<file path="src/rtl/float_types_pkg.sv">
// Shared FPU add/sub pipeline types: unpacked operand, classification status
// and the alignment stage's state encoding.
package float_types_pkg;

  localparam int FP_MANT_W = 24;
  localparam int FP_EXP_W  = 8;

  typedef struct packed {
    logic                 sign;
    logic [FP_EXP_W-1:0]  exp;
    logic [FP_MANT_W-1:0] mant;
  } float_point_num;

  typedef enum logic [1:0] {
    OK_state   = 2'd0,
    ZERO_res   = 2'd1,
    NAN_or_INF = 2'd2
  } num_status_t;

  typedef enum logic [1:0] {
    IDLE  = 2'd0,
    SHIFT = 2'd1,
    HOLD  = 2'd2
  } align_state_t;

endpackage

</file>
<file path="src/rtl/sticky_shifter.sv">
// Combinational right shift with every bit shifted out OR'd into bit 0 (sticky).
module sticky_shifter #(
  parameter int W  = 27,
  parameter int SW = 8
) (
  input  logic [W-1:0]  din,
  input  logic [SW-1:0] sh,
  output logic [W-1:0]  dout
);

  logic [W-1:0] mask;
  logic         lost;

  always_comb begin
    mask = ~({W{1'b1}} << sh);
    lost = |(din & mask);
    dout = (din >> sh) | {{(W-1){1'b0}}, lost};
  end

endmodule

</file>
<file path="src/rtl/align_stage.sv">
// FPU add/sub alignment stage: orders operands by magnitude and right-aligns
// the smaller mantissa (G/R/S appended) using an iterative sticky shifter.
module align_stage
  import float_types_pkg::*;
#(
  parameter int MANT_W     = FP_MANT_W,
  parameter int EXP_W      = FP_EXP_W,
  parameter int SHIFT_STEP = 8
) (
  input  logic                clk_i,
  input  logic                rst_ni,
  input  logic                valid_i,
  output logic                ready_o,
  input  float_point_num      a_i,
  input  float_point_num      b_i,
  input  num_status_t         status_i,
  output logic                valid_o,
  input  logic                ready_i,
  output float_point_num      big_o,
  output logic                small_sign_o,
  output logic [MANT_W+2:0]   small_mant_o,
  output logic                swap_o,
  output num_status_t         status_o,
  output logic                busy_o
);

  localparam int WW = MANT_W + 3;
  localparam logic [EXP_W-1:0] FULL_SH = EXP_W'(WW);
  localparam logic [EXP_W-1:0] STEP    = EXP_W'(SHIFT_STEP);

  align_state_t     state;
  logic [EXP_W-1:0] rem;

  // operand ordering; ties keep A as the big operand
  logic             swp;
  float_point_num   nbig, nsmall;
  logic [EXP_W-1:0] diff;
  logic [WW-1:0]    small_ext;

  always_comb begin
    swp       = {b_i.exp, b_i.mant} > {a_i.exp, a_i.mant};
    nbig      = swp ? b_i : a_i;
    nsmall    = swp ? a_i : b_i;
    diff      = nbig.exp - nsmall.exp;
    small_ext = {nsmall.mant, 3'b000};
  end

  logic [EXP_W-1:0] step_s;
  logic [WW-1:0]    sh_out;

  assign step_s = (rem < STEP) ? rem : STEP;

  sticky_shifter #(.W(WW), .SW(EXP_W)) u_shift (
    .din  (small_mant_o),
    .sh   (step_s),
    .dout (sh_out)
  );

  assign ready_o = (state == IDLE);
  assign busy_o  = (state != IDLE);

  always_ff @(posedge clk_i or negedge rst_ni) begin
    if (!rst_ni) begin
      state        <= IDLE;
      rem          <= '0;
      valid_o      <= 1'b0;
      big_o        <= '0;
      small_sign_o <= 1'b0;
      small_mant_o <= '0;
      swap_o       <= 1'b0;
      status_o     <= OK_state;
    end else begin
      case (state)
        IDLE: if (valid_i) begin
          big_o        <= nbig;
          small_sign_o <= nsmall.sign;
          swap_o       <= swp;
          status_o     <= status_i;
          rem          <= diff;
          if (status_i != OK_state || diff == '0) begin
            small_mant_o <= small_ext;
            valid_o      <= 1'b1;
            state        <= HOLD;
          end else if (diff >= FULL_SH) begin
            // whole mantissa falls off the end: only sticky survives
            small_mant_o <= WW'(|nsmall.mant);
            valid_o      <= 1'b1;
            state        <= HOLD;
          end else begin
            small_mant_o <= small_ext;
            state        <= SHIFT;
          end
        end
        SHIFT: begin
          small_mant_o <= sh_out;
          rem          <= rem - step_s;
          if (rem == step_s) begin
            valid_o <= 1'b1;
            state   <= HOLD;
          end
        end
        HOLD: if (ready_i) begin
          valid_o <= 1'b0;
          state   <= IDLE;
        end
        default: state <= IDLE;
      endcase
    end
  end

endmodule

</file>
<file path="config.mk">
export PLATFORM = sky130hd
export DESIGN_NAME = align_stage
export DESIGN_NICKNAME = d
export VERILOG_FILES = /design/src/rtl/float_types_pkg.sv /design/src/rtl/sticky_shifter.sv /design/src/rtl/align_stage.sv
export SDC_FILE = /design/constraint.sdc
export NUM_CORES = 1
export LEC_CHECK = 0
export ABC_AREA = 1
export CAP_MARGIN = 20
export CORE_MARGIN = 2
export CORE_UTILIZATION = 30
export DETAILED_ROUTE_END_ITERATION = 6
export PLACE_DENSITY = 0.51
export SYNTH_ARGS = -nofsm -noshare
export SYNTH_HDL_FRONTEND = slang
export SYNTH_HIERARCHICAL = 1
export SYNTH_SLANG_ARGS = --single-unit
</file>
<file path="constraint.sdc">
create_clock -name clk_i -period 2.41 [get_ports clk_i]
set_clock_uncertainty 0.05 [all_clocks]
set_input_delay 0.482 -clock clk_i [delete_from_list [all_inputs] [get_ports clk_i]]
set_output_delay 0.482 -clock clk_i [all_outputs]
set_load 0.01 [all_outputs]
</file>
==> flow_summary.yaml <==
grt:
  grt_max_degree: 37
  groute.layer.met2.usage_pct: 39.0
  grt.met3_usage_pct: 4.09
  antenna_found_initial: 3
  gr-usage-met1_pct: 32.7
  grtUsageTotal_pct: 24.3
  globalRoute.totalOverflow: 0
  grt_first_pass_wirelength_um: 50100
  grt_pass1_vias: 9090
  most_crowded_layer_gr: "met2"
critical_path:
  critPathMaxStageDelay_ns: 0.30
  crit_slowest_cell: "ha_4"
  worst_path_maximum_fanout: 8
  critical_path.startpoint_type: "primary input"
  arrival_time_worst_endpoint_ns: 3.26
  critPathCaptureType: "flop"
  critical_path.top_delay_family: "simple AND/OR/NAND/NOR gates"
  crit_chain: "clkdlybuf4s15_2, ha_4, a21oi_1, o21ai_1, nand2_1, nand2_1, a21oi_2, nand2_4, nand2_8, nand2_4, nand3_4, ha_4, or2_4, nor2_2, nand3_1, nor2_2, nand3_4, nand3_4, buf_12, nand2_4, a21boi_2"
  cp.buffers_inverters: 2
  timing.setup.critical_path_class: "in2reg"
  cp.required_ns: 2.64
yosys:
  postSynthRegisterBits: 75
  syn-mean-instance-area_um2: 6.31
  synthesis.instances: 1209
  yosys.area_share.simple_pct: 39.5
  largest_family_of_logic_cells_by_synthesized_area: "simple AND/OR/NAND/NOR gates"
  synthArstFlopShare_pct: 100
  synth_cell_type_count: 47
  synth_warnings: 6
  area_fraction_in_compound_gates_after_synthesis_pct: 19.7
  netlist_area_um2: 7620
  synth_enable_flop_cells: 0
  arithmetic_cell_share_of_the_synthesized_area_counting_full_adders_half_adders_and_majority_gates_pct: 5.58
  synthXorXnorAreaFrac_pct: 0.115
  portion_of_netlist_area_occupied_by_mux_cells_pct: 0
  ys.flop_type: "dfrtp_1"
  synth_seq_area_share_pct: 24.6
timing:
  grt_setup_unrepaired: "yes"
  relSlewSlack_pct: 61.0
  tns_setup_ns: -16.80
  fmax_mhz: 331
  timing_max_transition_violations_final: 0
  setup_ws_ns: -0.614
  timing.final.crit_share_pct: 125
  finalCriticalPeriod_ns: 3.02
  finalSetupViolations: 33
  hold_violations: 0
  worst-slew-pin-transition_ns: 0.583
routing:
  detailedRoute.firstPassIterationCount: 5
  drt_iter0_markers: 576
  drt_wl_total_um: 32400
  count_of_antenna_violating_nets_left_after_detailed_routing: 0
  routed_wire_length_per_instance_um: 16.9
  vias: 9304
  drc_errors: 0
  via_per_inst: 4.86
clocking:
  tritoncts_clock_tree: "done"
  cts_sinks: 75
  clk_pin_slew_worst_paths_ns: 0.06
  cts-buffers-inserted: 9
  cts-root-to-sink-buffers: 2
  library_cell_used_as_clock_root_buffer: "clkbuf_16"
  clkLatencyLatePin_ns: 0.35
  ctsHtreeMaxLevel: 3
final_layout:
  fraction_of_final_layout_cells_with_drive_strength_greater_than_1_pct: 38.7
  area_growth_syn_to_layout_pct: 63.6
  final_nets: 1684
  most-common-layout-cells: "nand2_1 (287), buf_4 (247), nor2_1 (112)"
  post_layout_nonfiller_instances: 1914
  final_common_cell: "nand2_1"
die:
  dieWidth_um: 163
  placement_rows: 58
  design.portCount: 139
  floorplan.initialDensity_pct: 30.4
  fp.dieArea_um2: 26700
  chipHeight_um: 163
  core_area_um2: 25000
min_path:
  worst_hold_path_type: "in2async"
placed_design:
  gp_routability_congestion: 0.946
  io_buffer_count: 138
  dp.final_hpwl_um: 25200
  post-place-cells: 1874
job:
  max_cap_viol_count: 0
pwr:
  power.ir.vdd_worst_mv: 0.394
  power_density_nw_per_um2: 964
  static-leakage-power_nw: 6.04
run_status:
  failed_checks: "negative setup slack"
  status: "complete, but fails checks"
## synthesized netlist by cell type (13+ instances only)
| cell | instances | area [µm²] |
|---|---|---|
| nand2_1 | 325 | 1220 |
| nor2_1 | 124 | 465 |
| inv_1 | 111 | 417 |
| o21ai_0 | 106 | 531 |
| nand3_1 | 105 | 526 |
| dfrtp_1 | 75 | 1880 |
| a21oi_1 | 72 | 360 |
| nand2_2 | 39 | 244 |
| ha_1 | 34 | 425 |
| or2_2 | 27 | 169 |
| clkbuf_1 | 25 | 93.8 |
| a21boi_2 | 20 | 225 |
| buf_2 | 19 | 95.1 |
| nand4_1 | 15 | 93.8 |
| o21ai_1 | 13 | 65.1 |
## kinds of logic (layout without fill, tap and decap cells)
| family | after synthesis | count (layout) |
|---|---|---|
| flops | 75 | 75 |
| other cells | 2 | 13 |
| simple gates | 665 | 666 |
| buf+inv | 181 | 544 |
| xor+xnor | 1 | 1 |
| compound gates | 251 | 251 |
| fa+ha+maj | 34 | 34 |
## sequential cells by signal (all words and copies together), names as in the netlist
| signal | cells |
|---|---|
| valid_o | 1 |
| state | 2 |
| small_sign_o | 1 |
| rem | 8 |
| big_o | 33 |
| swap_o | 1 |
| small_mant_o | 27 |
| status_o | 2 |
## timing repair
action	CTS	global route
gates resized for setup	207	201
endpoints found under the hold margin	0	0
gates cloned	1	3
setup buffers	10	12
setup endpoints to repair	71	68
pin swaps	58	72
hold buffers	0	0
## through the flow
| step | cell area (µm²) | util, % | power, mW | worst slack [ns] | hold slack [ns] |
|---|---|---|---|---|---|
| final | 12500 | 49.8 | 12.0 | -0.614 | 0.0477 |
| after global routing | 12500 | 49.8 | 12.9 | -0.807 | 0.0901 |
| after CTS | 12100 | 48.3 | 11.7 | -0.668 | 0.0680 |
| after detailed placement | 11400 | 45.6 | 10.0 | -1.60 | 0.423 |
| after global placement | 11400 | 45.6 | 10.0 | -1.56 | 0.420 |
| after floorplan | 7960 | - | 6.19 | -0.665 | 0.136 |
## report_power, final
part           internal (mW)  total [mW]  switching, mW
logic                   3.80        7.95           4.15
registers               1.90        2.55          0.651
clock network          0.935        1.52          0.588
## layer usage
layer | vias up | wire length, µm | part of all wire (%)
met5 | - | 19 | 0.059
met4 | 4 | 1030 | 3.2
met3 | 57 | 1780 | 5.5
met2 | 252 | 14800 | 46
met1 | 4288 | 14800 | 46
li1 | 4703 | - | -
## cell type report
type,count,area [µm²]
Clock buffer,10,239
Timing Repair Buffer,408,3460
Clock inverter,6,88.8
Sequential cell,75,1880
Tap cell,330,413
Multi-Input combinational cell,964,5900
Inverter,120,493
Fill cell,2541,12600
Antenna cell,1,2.50
## path summary, 6_finish.rpt
check                               startpoint                     endpoint  slack (ns)  depth (start not counted)
min in group clk_i                     a_i[23]        big_o[23]$_DFFE_PN0P_        0.37                          3
min reg2reg                valid_o$_DFFE_PN0P_          valid_o$_DFFE_PN0P_        0.44                          2
max in group asynchronous               rst_ni  small_mant_o[8]$_DFFE_PN0P_        1.68                          2
min                                     rst_ni        big_o[30]$_DFFE_PN0P_        0.05                          1
max                                    b_i[25]  small_mant_o[8]$_DFFE_PN0P_       -0.61                         21
max reg2reg                 rem[5]$_DFFE_PN0P_  small_mant_o[0]$_DFFE_PN0P_       -0.22                         17
No activity file was read; power rests on OpenSTA's default activity.
